## config.mk

```make
export PLATFORM = sky130hd
export DESIGN_NAME = onehot_sequencer
export DESIGN_NICKNAME = d
export VERILOG_FILES = /design/src/rtl/onehot_sequencer.sv
export SDC_FILE = /design/constraint.sdc
export NUM_CORES = 1
export LEC_CHECK = 0
export ABC_AREA = 1
export CORE_MARGIN = 8
export CORE_UTILIZATION = 49
export CTS_BUF_LIST = sky130_fd_sc_hd__clkbuf_16
export DETAILED_ROUTE_END_ITERATION = 10
export PLACE_DENSITY = 0.81
export RECOVER_POWER = 50
export SLEW_MARGIN = 20
export SYNTH_ARGS = -nofsm -noshare
export SYNTH_HDL_FRONTEND = slang
export SYNTH_SLANG_ARGS = --single-unit
```

## constraint.sdc

```tcl
create_clock -name clk -period 1.5 [get_ports clk]
set_input_delay 0.225 -clock clk [delete_from_list [all_inputs] [get_ports clk]]
set_output_delay 0.225 -clock clk [all_outputs]
set_load 0.05 [all_outputs]
```

## src/rtl/onehot_sequencer.sv

```systemverilog
// onehot_sequencer: parametrised one-hot channel sequencer for register clock
// enables or display-digit selects. It supports per-channel dwell, ascending or
// descending rotation, pause, direct load, and a single-sweep mode with a
// busy/done handshake. All outputs are registered.
//
// Optional build macro SEQ_BLANK_EN: break-before-make blanking. When it is
// defined and DWELL >= 2, saida is forced to zero for the first cycle after
// every advance or load. When it is undefined, no blanking logic is built.
module onehot_sequencer #(
  parameter int N     = 4,  // channel count, >= 2
  parameter int IDX_W = 2,  // ceil(log2(N))
  parameter int DWELL = 1,  // cycles per channel, >= 1
  parameter int CNT_W = 4   // dwell counter width, 2**CNT_W >= DWELL
) (
  input  logic             clk,
  input  logic             rst,
  input  logic             en,
  input  logic             dir,
  input  logic             mode,
  input  logic             start,
  input  logic             load,
  input  logic [IDX_W-1:0] load_idx,
  output logic [N-1:0]     saida,
  output logic [IDX_W-1:0] idx,
  output logic             wrap,
  output logic             busy,
  output logic             done
);

  typedef enum logic {
    IDLE = 1'b0,
    RUN  = 1'b1
  } state_t;

  localparam logic [IDX_W-1:0] IDX_LAST   = IDX_W'(N - 1);
  localparam logic [IDX_W:0]   N_EXT      = (IDX_W + 1)'(N);
  localparam logic [CNT_W-1:0] DWELL_LAST = CNT_W'(DWELL - 1);
  localparam logic [N-1:0]     ONE        = N'(1);

  state_t           state, state_nx;
  logic [IDX_W-1:0] idx_nx;
  logic [CNT_W-1:0] dwell_cnt, dwell_nx;
  logic [IDX_W-1:0] sweep_cnt, sweep_nx;
  logic [N-1:0]     saida_nx;
  logic             wrap_nx, done_nx, advance;
  logic             step_ok, load_ok;

  // A load is honoured only when it targets an existing channel. This keeps a
  // non-power-of-two N from ever reaching an idx value >= N.
  assign load_ok = load && ({1'b0, load_idx} < N_EXT);

  // Stepping runs freely in continuous mode, and only during RUN in sweep mode.
  assign step_ok = en && (!mode || state == RUN);

  // Next-state logic: load beats advance, and the FSM tracks sweep progress.
  always_comb begin
    // NOTE: every signal driven here gets a default first, so no latch is inferred.
    state_nx = state;
    idx_nx   = idx;
    dwell_nx = dwell_cnt;
    sweep_nx = sweep_cnt;
    wrap_nx  = 1'b0;
    done_nx  = 1'b0;
    advance  = 1'b0;

    if (load_ok) begin
      idx_nx   = load_idx;
      dwell_nx = '0;
    end else if (step_ok) begin
      if (dwell_cnt == DWELL_LAST) begin
        advance  = 1'b1;
        dwell_nx = '0;
        if (!dir) begin
          if (idx == IDX_LAST) begin
            idx_nx  = '0;
            wrap_nx = 1'b1;
          end else begin
            idx_nx = idx + IDX_W'(1);
          end
        end else begin
          if (idx == '0) begin
            idx_nx  = IDX_LAST;
            wrap_nx = 1'b1;
          end else begin
            idx_nx = idx - IDX_W'(1);
          end
        end
      end else begin
        dwell_nx = dwell_cnt + CNT_W'(1);
      end
    end

    unique case (state)
      IDLE: begin
        if (mode && start) begin
          state_nx = RUN;
          sweep_nx = '0;
          dwell_nx = '0;
        end
      end
      RUN: begin
        if (!mode) begin
          // Leaving sweep mode aborts the sweep silently.
          state_nx = IDLE;
        end else if (advance) begin
          if (sweep_cnt == IDX_LAST) begin
            // The N-th advance brings idx back to its start value.
            state_nx = IDLE;
            sweep_nx = '0;
            done_nx  = 1'b1;
          end else begin
            sweep_nx = sweep_cnt + IDX_W'(1);
          end
        end
      end
      default: state_nx = IDLE;
    endcase

`ifdef SEQ_BLANK_EN
    saida_nx = ((DWELL >= 2) && (advance || load_ok)) ? '0 : (ONE << idx_nx);
`else
    saida_nx = ONE << idx_nx;
`endif
  end

  // State and output registers; reset puts channel 0 on the output immediately.
  always_ff @(posedge clk or posedge rst) begin
    // NOTE: sequential state uses non-blocking assignments only, so every
    // register samples the pre-edge values of the others.
    if (rst) begin
      state     <= IDLE;
      idx       <= '0;
      saida     <= ONE;
      dwell_cnt <= '0;
      sweep_cnt <= '0;
      wrap      <= 1'b0;
      busy      <= 1'b0;
      done      <= 1'b0;
    end else begin
      state     <= state_nx;
      idx       <= idx_nx;
      saida     <= saida_nx;
      dwell_cnt <= dwell_nx;
      sweep_cnt <= sweep_nx;
      wrap      <= wrap_nx;
      busy      <= (state_nx == RUN);
      done      <= done_nx;
    end
  end

endmodule

```

==> flow_summary.json <==
{
  "outcome": "complete, no violations",
  "finalCriticalPeriod_ps": 1430,
  "clkPwrFrac": 0.351,
  "yosys_register_bits": 15,
  "holdBufCountCts": 0,
  "die_y_um": 58.7,
  "syn_avg_cell_area_um2": 7.85,
  "cts_tree": "built",
  "dp_hpwl_um": 1720,
  "finalSetupViolations": 0,
  "tightestPinTransition_ps": 608,
  "grt_pass1_vias": 827,
  "p_switching_mw": 0.474,
  "pwr-share-seq": 0.330,
  "gp_congestion": 0.863,
  "reg2reg_to": "saida[0]$_DFF_PP1_",
  "utilization": 0.726,
  "clk-insertion-delay-late_ps": 240,
  "dr.pass1.iters": 5,
  "power_density_mw_per_mm2": 1170,
  "cts_buffers": 3,
  "antennaDiodeCount": 0,
  "p_comb_frac": 0.319,
  "synth_fp_nets": 128,
  "antenna_found_initial": 0,
  "end_kind": "register",
  "final.setup.tns_ps": 0,
  "use_met2": 0.241,
  "ios": 18,
  "critical_path_class": "reg2reg",
  "cap_viol_max_count": 0,
  "maxSlewHeadroom": 0.596,
  "start_util": 0.518,
  "dpl.cell_count": 161,
  "rows": 15,
  "drv_slew": 0,
  "p_sw_frac": 0.324,
  "postRouteAntennaNets": 0,
  "fin_ws_ps": 67.8,
  "pre_cts_slack_ps": -23.5,
  "cp_max_fo": 3,
  "coreArea_mm2": 0.00173,
  "layout_commonest_cell": "nand2_1",
  "hold_viol_final": 0,
  "synthCells": 114,
  "grt_max_degree": 10,
  "grt_pass1_wl_um": 3680,
  "drtIter0Drc": 23,
  "rsz0062_at_grt": "true",
  "finalNetCount": 156,
  "finClkSkew_ps": 1.30,
  "cp-start-kind": "register",
  "gr-usage-met1": 0.156,
  "vias_per_cell": 5.03,
  "portBuffers": 17,
  "ys_types": 21,
  "post-route-drc-count": 0,
  "cp.required_ps": 1670,
  "clk_pin_slew_ps": 50,
  "grt_usage": 0.140,
  "timing.fmax_mhz": 698,
  "final_cell_mix": "nand2_1 (33), inv_1 (12), dfrtp_1 (12)",
  "seq_area_frac_synth": 0.421,
  "rr_worst_depth": 9,
  "p_leak_nw": 0.644,
  "synth-warning-count": 0,
  "post-route-period-util": 0.955,
  "critical_path_arrival_ps": 1600,
  "routed_wl_um": 2240,
  "clk_path_buf_depth": 2,
  "p_total_mw": 1.46,
  "die_w_um": 58.7,
  "vdd_drop_max_mv": 0.670,
  "dieArea_mm2": 0.00345,
  "grtUsageMet3": 0.0261,
  "critPathLaunch": "idx[1]$_DFF_PP0_",
  "synth_area_um2": 895,
  "grt_overflow": 0,
  "cts_max_level": 1,
  "syn2layout_area_growth_pct": 40.1,
  "clockRootBuffer": "clkbuf_16",
  "r2r-start": "idx[1]$_DFF_PP0_",
  "cts.sinks": 15,
  "final_cell_count_no_fill": 166,
  "rrSetupSlack_ps": 70,
  "intPower_mw": 0.987,
  "drive_gt1_frac": 0.277,
  "hold_path_class": "in2async",
  "grt_busiest_layer": "met2",
  "routedWlPerCell_um": 13.5,
  "routed-via-count": 835
}
## final cells by class
type	instances	area (µm²)
multi-input combinational	83	475
fill	123	473
sequential	15	379
timing repair buffer	23	228
clock buffer	3	75.1
inverter	16	60.1
tap	25	31.3
clock inverter	1	5.00
## per-stage QoR
step / hold WS [ps] / instance area, µm²
after floorplan: 126 / 897
after global placement: 466 / 1160
after detailed placement: 477 / 1160
after global routing: 403 / 1250
after CTS: 222 / 1240
final: 348 / 1250
## cells in the mapped netlist
cell type	number	share of area
nand2_4	1	0.013
dfrtp_1	14	0.39
nand2_2	5	0.035
nand3b_1	1	0.0084
xnor2_1	1	0.0098
nand3_1	11	0.062
inv_2	2	0.0084
nand2_1	35	0.15
inv_1	14	0.059
nand3_2	2	0.022
o211ai_1	1	0.0084
nor2_1	11	0.046
o21ai_0	2	0.011
a21oi_4	1	0.018
nor2_8	1	0.022
ha_1	5	0.070
a211oi_1	1	0.0084
dfstp_2	1	0.029
nor3_1	1	0.0056
a21oi_1	2	0.011
or2_2	2	0.014
## critical path: stages, from the launching register on
cell	delay, ps
dfrtp_2	410
inv_1	90
ha_1	260
inv_2	70
nand2_1	50
nand2_1	70
nand3_1	70
nand3_1	110
nand2_2	70
nor2_1	150
## power groups by stage
stage / sequential (mW) / combinational (mW) / clock [mW]
after floorplan: 0.577 / 0.181 / 0
after global placement: 0.486 / 0.438 / 0
after detailed placement: 0.489 / 0.452 / 0
after CTS: 0.483 / 0.459 / 0.515
after global routing: 0.487 / 0.502 / 0.541
final: 0.482 / 0.466 / 0.513
## cell families after synthesis
kind of cell,Yosys count,synth area share
compound gates,7,0.0574
flops,15,0.421
buf+inv,16,0.0671
xor+xnor,1,0.00979
fa+ha+maj,5,0.0699
simple gates,70,0.375
## sequential cells by signal, summed over array words and instances, names as in the netlist
signal	cells
sweep_cnt	2
saida	4
done	1
dwell_cnt	4
state	1
wrap	1
idx	2
## metal layers
metal,part of all wire,vias up
met5,0,-
met1,0.40,376
met2,0.52,39
met4,0.021,0
li1,-,416
met3,0.063,4
## worst max path at each step
stage	slack, ps	to	depth (start not counted)
after floorplan	40	saida[0]$_DFF_PP1_	9
after global placement	5	saida[0]$_DFF_PP1_	8
after detailed placement	-20	saida[1]$_DFF_PP0_	7
after CTS	30	saida[2]$_DFF_PP0_	8
after global routing	-1	saida[1]$_DFF_PP0_	9
final	70	saida[0]$_DFF_PP1_	9
## repair_timing
item	4_1_cts	5_1_grt
gates resized for setup	1	7
endpoints found under the setup margin	2	10
pin swaps	0	2
buffers inserted	0	1
Power figures use the tool's default switching activity.
